`src/rtl/ram_arbiter_pkg.sv`:
```
// rtl/ram_arbiter_pkg.sv - shared owner, length and state codes for the RAM arbiter
package ram_arbiter_pkg;

    // Current owner of the RAM port, consumed by the pipeline staller
    localparam logic [1:0] OWN_NONE = 2'd0;
    localparam logic [1:0] OWN_IF   = 2'd1;
    localparam logic [1:0] OWN_MEM  = 2'd2;

    // MEM access length codes; 2'b11 is treated as a word
    localparam logic [1:0] LEN_B = 2'b00;
    localparam logic [1:0] LEN_H = 2'b01;
    localparam logic [1:0] LEN_W = 2'b10;

    typedef enum logic [1:0] {
        ST_IDLE  = 2'd0,
        ST_ISSUE = 2'd1,
        ST_DRAIN = 2'd2,
        ST_DONE  = 2'd3
    } state_t;

    // Index of the last byte of an access (n-1), so the counter compares directly
    function automatic logic [1:0] len_last(input logic [1:0] len);
        logic [1:0] r;
        if (len == LEN_B) begin
            r = 2'd0;
        end else if (len == LEN_H) begin
            r = 2'd1;
        end else begin
            r = 2'd3;
        end
        return r;
    endfunction

endpackage

```
`src/rtl/ram_arbiter.sv`:
```
// rtl/ram_arbiter.sv - byte-serial arbiter of IF and MEM traffic onto the single byte-wide RAM
module ram_arbiter
    import ram_arbiter_pkg::*;
(
    input  logic        clk,
    input  logic        rst,
    input  logic        rdy,
    input  logic        if_req,
    input  logic [31:0] if_addr,
    output logic        if_done,
    output logic [31:0] if_rdata,
    input  logic        mem_req,
    input  logic        mem_we,
    input  logic [1:0]  mem_len,
    input  logic [31:0] mem_addr,
    input  logic [31:0] mem_wdata,
    output logic        mem_done,
    output logic [31:0] mem_rdata,
    output logic        ram_wr,
    output logic [31:0] ram_addr,
    output logic [7:0]  ram_wdata,
    input  logic [7:0]  ram_rdata,
    output logic [1:0]  owner
);

    state_t      state_q;
    logic        sel_mem_q;
    logic        we_q;
    logic [1:0]  last_q;
    logic [1:0]  cnt_q;
    logic [31:0] base_q;
    logic [31:0] wdata_q;
    logic [31:0] acc_q;
    logic [31:0] last_addr_q;
    logic [31:0] if_rdata_q;
    logic [31:0] mem_rdata_q;

    logic [31:0] issue_addr;
    logic        issuing;
    logic        capture;
    logic [1:0]  cap_lane;
    logic [31:0] wdata_shift;
    logic [31:0] acc_d;

    // Address wraps modulo 2^32 naturally through the 32-bit add
    assign issue_addr  = base_q + {30'd0, cnt_q};
    assign issuing     = rdy && (state_q == ST_ISSUE);
    assign wdata_shift = wdata_q >> {cnt_q, 3'b000};

    // RAM data lags its address by one cycle, so byte k lands while byte k+1 is issued
    assign capture  = rdy && !we_q &&
                      (((state_q == ST_ISSUE) && (cnt_q != 2'd0)) || (state_q == ST_DRAIN));
    assign cap_lane = (state_q == ST_DRAIN) ? last_q : (cnt_q - 2'd1);

    // Merge the arriving read byte into its lane of the accumulator
    always_comb begin
        acc_d = acc_q;
        if (capture) begin
            acc_d[{cap_lane, 3'b000} +: 8] = ram_rdata;
        end
    end

    // Transaction sequencer: grant, byte issue, final capture and done
    always_ff @(posedge clk) begin
        if (rst) begin
            state_q     <= ST_IDLE;
            sel_mem_q   <= 1'b0;
            we_q        <= 1'b0;
            last_q      <= 2'd0;
            cnt_q       <= 2'd0;
            base_q      <= 32'd0;
            wdata_q     <= 32'd0;
            acc_q       <= 32'd0;
            last_addr_q <= 32'd0;
            if_rdata_q  <= 32'd0;
            mem_rdata_q <= 32'd0;
        end else if (rdy) begin
            acc_q <= acc_d;
            case (state_q)
                ST_IDLE: begin
                    if (mem_req) begin
                        sel_mem_q <= 1'b1;
                        we_q      <= mem_we;
                        last_q    <= len_last(mem_len);
                        base_q    <= mem_addr;
                        wdata_q   <= mem_wdata;
                        cnt_q     <= 2'd0;
                        acc_q     <= 32'd0;
                        state_q   <= ST_ISSUE;
                    end else if (if_req) begin
                        sel_mem_q <= 1'b0;
                        we_q      <= 1'b0;
                        last_q    <= 2'd3;
                        base_q    <= if_addr;
                        wdata_q   <= 32'd0;
                        cnt_q     <= 2'd0;
                        acc_q     <= 32'd0;
                        state_q   <= ST_ISSUE;
                    end
                end
                ST_ISSUE: begin
                    last_addr_q <= issue_addr;
                    if (cnt_q == last_q) begin
                        state_q <= we_q ? ST_DONE : ST_DRAIN;
                    end else begin
                        cnt_q <= cnt_q + 2'd1;
                    end
                end
                ST_DRAIN: begin
                    state_q <= ST_DONE;
                    if (sel_mem_q) begin
                        mem_rdata_q <= acc_d;
                    end else begin
                        if_rdata_q <= acc_d;
                    end
                end
                default: begin
                    state_q <= ST_IDLE;
                end
            endcase
        end
    end

    // During a pause the port re-presents the last issued byte so its data is valid on resume
    assign ram_wr    = issuing && we_q;
    assign ram_addr  = issuing ? issue_addr : last_addr_q;
    assign ram_wdata = (issuing && we_q) ? wdata_shift[7:0] : 8'd0;

    assign if_done   = rdy && (state_q == ST_DONE) && !sel_mem_q;
    assign mem_done  = rdy && (state_q == ST_DONE) && sel_mem_q;
    assign if_rdata  = if_rdata_q;
    assign mem_rdata = mem_rdata_q;

    assign owner = (state_q == ST_IDLE) ? OWN_NONE : (sel_mem_q ? OWN_MEM : OWN_IF);

endmodule
```
`config.mk`:
```
export PLATFORM = sky130hd
export DESIGN_NAME = ram_arbiter
export DESIGN_NICKNAME = d
export VERILOG_FILES = /design/src/rtl/ram_arbiter_pkg.sv /design/src/rtl/ram_arbiter.sv
export SDC_FILE = /design/constraint.sdc
export NUM_CORES = 1
export LEC_CHECK = 0
export BUFFER_PORTS_ARGS = -buffer_cell sky130_fd_sc_hd__buf_2
export CAP_MARGIN = 5
export CORE_ASPECT_RATIO = 0.9
export CORE_MARGIN = 4
export CORE_UTILIZATION = 48
export CTS_CLUSTER_DIAMETER = 30
export DETAILED_ROUTE_END_ITERATION = 10
export PLACE_DENSITY = 0.82
export SYNTH_ARGS = -nofsm -noshare
export SYNTH_HDL_FRONTEND = slang
export SYNTH_SLANG_ARGS = --single-unit
```
`constraint.sdc`:
```
create_clock -name clk -period 3.6 [get_ports clk]
set_clock_uncertainty 0.05 [all_clocks]
set_input_delay 0.54 -clock clk [delete_from_list [all_inputs] [get_ports clk]]
set_output_delay 0.54 -clock clk [all_outputs]
set_load 0.05 [all_outputs]
```
After elaboration in Yosys (flattened, before gate mapping)
Cells that the tools add are included.
Widths: inputs -> output; s select.

word-level totals
  input bits = 112
  logic and storage cells = 79
  bits in registers = 200

cells by class
  equality and inequality tests = 8
  shifts and indexed selects = 3
  mux-type cells = 30
  bitwise logic cells = 1
  reduce and logical (&&, ||, !) cells = 22
  $add $sub $neg = 4

operators by type and width
  operator                count
  $mux 32                 9
  $add 32x2->32           1
  $bwmux 32               1
  $shift 8x7->32 const A  1
  $shiftx 8x7->32         1
  $shr 32x5->8            1
  $mux 2                  13
  $reduce_and 3->1        4
  $logic_and 1x1->1       8
  $mux 8                  1
  $neg 5->7               1
  $pmux 2 s3              1
  $reduce_bool 2->1       3
  $eq 2x1->1 const B      2
  $eq 2x2->1 const B      2
  $logic_not 2->1         2
  $mux 1                  4
  $pmux 2 s2              1
  $reduce_and 4->1        1
  $ne 3x3->1 const B      1
  $add 2x1->2 const B     1
  $eq 2x2->1              1
  $logic_not 1->1         2
  $ne 2x1->1 const B      1
  5 further kinds         5

Depth between registers and ports, before layout
  word-level depth = 9
  depth in mapped cells = 13
  depth with buffers taken out = 11

Least setup slack after synthesis
Ideal clock, no wire load.

  path type = reg-to-output
  from = register cnt_q[1]
  to = output port ram_addr[8]
  slack = -76 ps
  cell stages (with the launch flop) = 9
  arrival time = 3086 ps
  cell sequence = dfxtp_1 clkbuf_1 inv_1 fa_1 and4b_1 clkbuf_1 nand4_1 xor2_1 o21ai_0

on the way
  longest elaborated chain between the ends = 2

ends and longest elaborated chain
  what                    RTL line            source
  from (decl)             ram_arbiter.sv:30   logic [1:0] cnt_q;
  from (signal assigned)  ram_arbiter.sv:106  cnt_q <= cnt_q + 2'd1;
  $add 32x2->32           ram_arbiter.sv:46   assign issue_addr = base_q + {30'd0, cnt_q};
  $mux 32                 ram_arbiter.sv:126  assign ram_addr = issuing ? issue_addr : last_addr_q;
  to (decl)               ram_arbiter.sv:20   output logic [31:0] ram_addr,

Every way passes these cells.

Worst setup path in the final report
  from = register cnt_q[1]
  to = output port ram_addr[31]

The elaborated chain is that of the path after synthesis.

==> impl_results.md <==
- Sequential area share after synthesis: 44.2%
- Cts hold-fix bufs: 0
- FMAX: 0.289 GHz
- Status: finished, final reports clean
- Vias per std cell: 5.51
- Post-Synth XOR/XNOR Area: 2.32%
- Routed WL: 23900 um
- Area Overhead vs Synth: 20.4%
- Grt total ovfl: 0
- Via Count: 8134
- Fillers: 1617
- Design area: 10900 um^2
- RSZ-0062 raised after global routing: no
- Top post-synthesis cells by count: dfxtp_1, nor2_1, nand2_1, a211oi_1, clkbuf_1
- Max-Cap Viols: 0
- DRT iter0 DRCs: 593
- Clock transition at path regs: 80 ps
- Fin Hold WS: 321 ps
- Met2 Routed Length: 10700 um
- WHS Path Cells: 3
- Met1 wire length: 11300 um
- Initial Util: 49.0%
- Worst-skew pair later-pin latency: 430 ps
- Pin count of the biggest net entering global routing: 122
- Initial antenna violation count: 1
- R2R setup slack: 330 ps
- Global placement routability congestion: 0.857
- Synth warn: 0
- Share of cells above drive strength 1: 24.6%
- Post-synth EDFFs: 0
- Worst hold path endpoint: wdata_q[27]
- Wire length per cell: 16.2 um
- Slew Viols, Final: 0
- Cell Pwr Density: 475 nW/um^2
- LEAKAGE: 4.41 nW
- H-tree depth: 4
- Ports: 221
- Core Rows: 47
- Clock root cell: clkbuf_16
- Antenna diodes: 0
- Vias in the first global route: 7655
- Netlist cell types: 56
- Die area: 21100 um^2
- Longest Clk Path Bufs: 2
- Hold crit path type: input pin to flop
- Min Tclk post-route: 3460 ps
- Highest metal used: met5
- Total CTS buffers: 17
- NumNets Final: 1342
- Ys flop type: dfxtp_1
- Initial DRT Pass Iterations: 6
- Top-area cell type share of the netlist area: 44.2%
- Setup crit end kind: primary output
- All-Layer GR Usage: 22.1%
- Slew @ Worst Pin: 1010 ps
- Die span in x: 153 um
- FF-to-FF Start: state_q[0]
- Fin crit share: 96.2%
- Met3 WL post-DR: 1550 um
- Most frequent cell after synthesis: dfxtp_1
- Final Hold Vio Count: 0
- Residual DRC: 0
- Worst hold start: mem_wdata[27]
- Finish-stage setup viols: 0
- Largest family of logic cells by synthesized area: simple AND/OR/NAND/NOR gates
- Async SR Flop Fraction: 0%
- Mux contribution to synthesized area: 8.65%
- R2R depth: 10
- CP Max Fanout: 9
- TritonCTS clock tree: yes
- Die Height: 138 um
- Worst EP required: 3010 ps
- Placed inst area: 10300 um^2
- Mapped Nets: 1170
- CP Class: flop to primary output
- Synthesized cell area: 9050 um^2
- Crit path DAT: 2870 ps
- Total power: 5.18 mW
- Core box area: 18500 um^2
- Startpoint types: flop
- Antenna viol nets, final: 0
- Simple logic cell fraction of the synthesized area: 21.8%
- Port Buf Inserts: 220
- Compound-gate portion of the synthesized area: 16.8%
- FF+latch count, synth: 200
- Relative slew slack: 32.6%
- Clock sinks: 200
- Global-route wire length before repair: 38900 um
- Worst r2r dst: if_rdata[19]
- Adder-cell share of the synthesized area: 1.88%
- Syn Inst Count: 1045
- DPL Wire Length: 16800 um
- Syn avg cell area: 8.66 um^2
- VDD IR max: 0.335 mV
- Area leader, netlist: dfxtp_1
- Synth area leaders: dfxtp_1, a211oi_1, mux2i_1, nor2_1, nand2_1
- Setup TNS: 0 ps
## power breakdown
| part | internal, mW | switching [mW] |
|---|---|---|
| Sequential | 2.32 | 0.0965 |
| Combinational | 0.296 | 0.626 |
| Clock | 0.918 | 0.924 |
| Total | 3.53 | 1.65 |
## registers in the layout, summed over array words and instances, names as in the netlist, 2 cells and up
name and count:
acc_q 32, base_q 32, cnt_q 2, if_rdata 32
last_addr_q 32, last_q 2, mem_rdata 32, state_q 2
wdata_q 32
## cells in the final DEF (no fill, tap or decap), types with 3 or more instances in the layout
master	instances
inv_1	19
nor2_1	146
and2_1	18
nand3_1	43
o211ai_1	3
and3_1	17
nand2b_1	3
clkinvlp_4	3
inv_6	3
a211oi_1	93
xnor2_1	14
inv_8	4
nor2b_1	16
nor4_2	4
buf_4	16
ha_1	12
o21ai_0	25
nand2_1	96
or3_1	3
a31oi_1	5
mux2i_1	58
xor2_1	10
clkinv_4	3
dfxtp_1	200
nand4_1	15
buf_2	215
a22o_1	17
a22oi_1	8
nor4_1	4
and4_1	3
o21ai_1	5
a21oi_1	57
nor3_1	23
clkbuf_16	17
mux4_2	8
## stage by stage
stage	utilization, %	setup WS [ps]	std cells
floorplan	-	63.8	1045
global placement	55.8	530	1442
CTS	58.8	63.7	1474
finish	59.0	136	1475
detailed placement	55.8	431	1442
global route	59.0	3.82	1475
## worst max path at each step
stage,startpoint,to,slack [ps]
after CTS,base_q[0],ram_addr[30],60
after floorplan,cnt_q[1],ram_addr[26],60
after global placement,cnt_q[0],ram_addr[28],530
after global routing,base_q[0],ram_addr[22],4
after detailed placement,state_q[0],if_rdata[19],430
final,cnt_q[1],ram_addr[31],140
## routing by layer
| layer | vias to the layer above | track usage, % |
|---|---|---|
| met3 | 25 | 5.69 |
| li1 | 4063 | - |
| met5 | - | 0 |
| met2 | 248 | 34.1 |
| met4 | 2 | 5.49 |
| met1 | 3796 | 31.2 |
## final cells by class
type / count / area, um^2 / share of cell area, %
clock buffer: 17 / 425 / 3.90
clock inverter: 15 / 141 / 1.30
inverter: 20 / 75.1 / 0.689
multi-input combinational: 743 / 4700 / 43.1
sequential: 200 / 4000 / 36.7
tap: 245 / 307 / 2.81
timing repair buffer: 235 / 1250 / 11.5
## critical path, cell delays in order, from the launching register on
cell and delay [ps]:
dfxtp_1 330, buf_4 190, ha_1 290, a21oi_1 80, or4_4 550, nor4_2 350, xnor2_1 140, a21oi_1 220
buf_2 300
## cells by family after synthesis
logic type	Yosys count
compound gates	226
mux	68
simple gates	412
xor+xnor	24
flops	200
buf+inv	102
fa+ha+maj	13
## repair_timing
| item | 4_1_cts | 5_1_grt |
|---|---|---|
| endpoints found under the setup margin | 1 | 7 |
| gates resized for setup | 1 | 9 |
| endpoints found under the hold margin | 0 | 0 |
| buffers inserted | 0 | 1 |
| pin swaps | 0 | 1 |
Note: power is estimated with default switching activity, not from simulation.
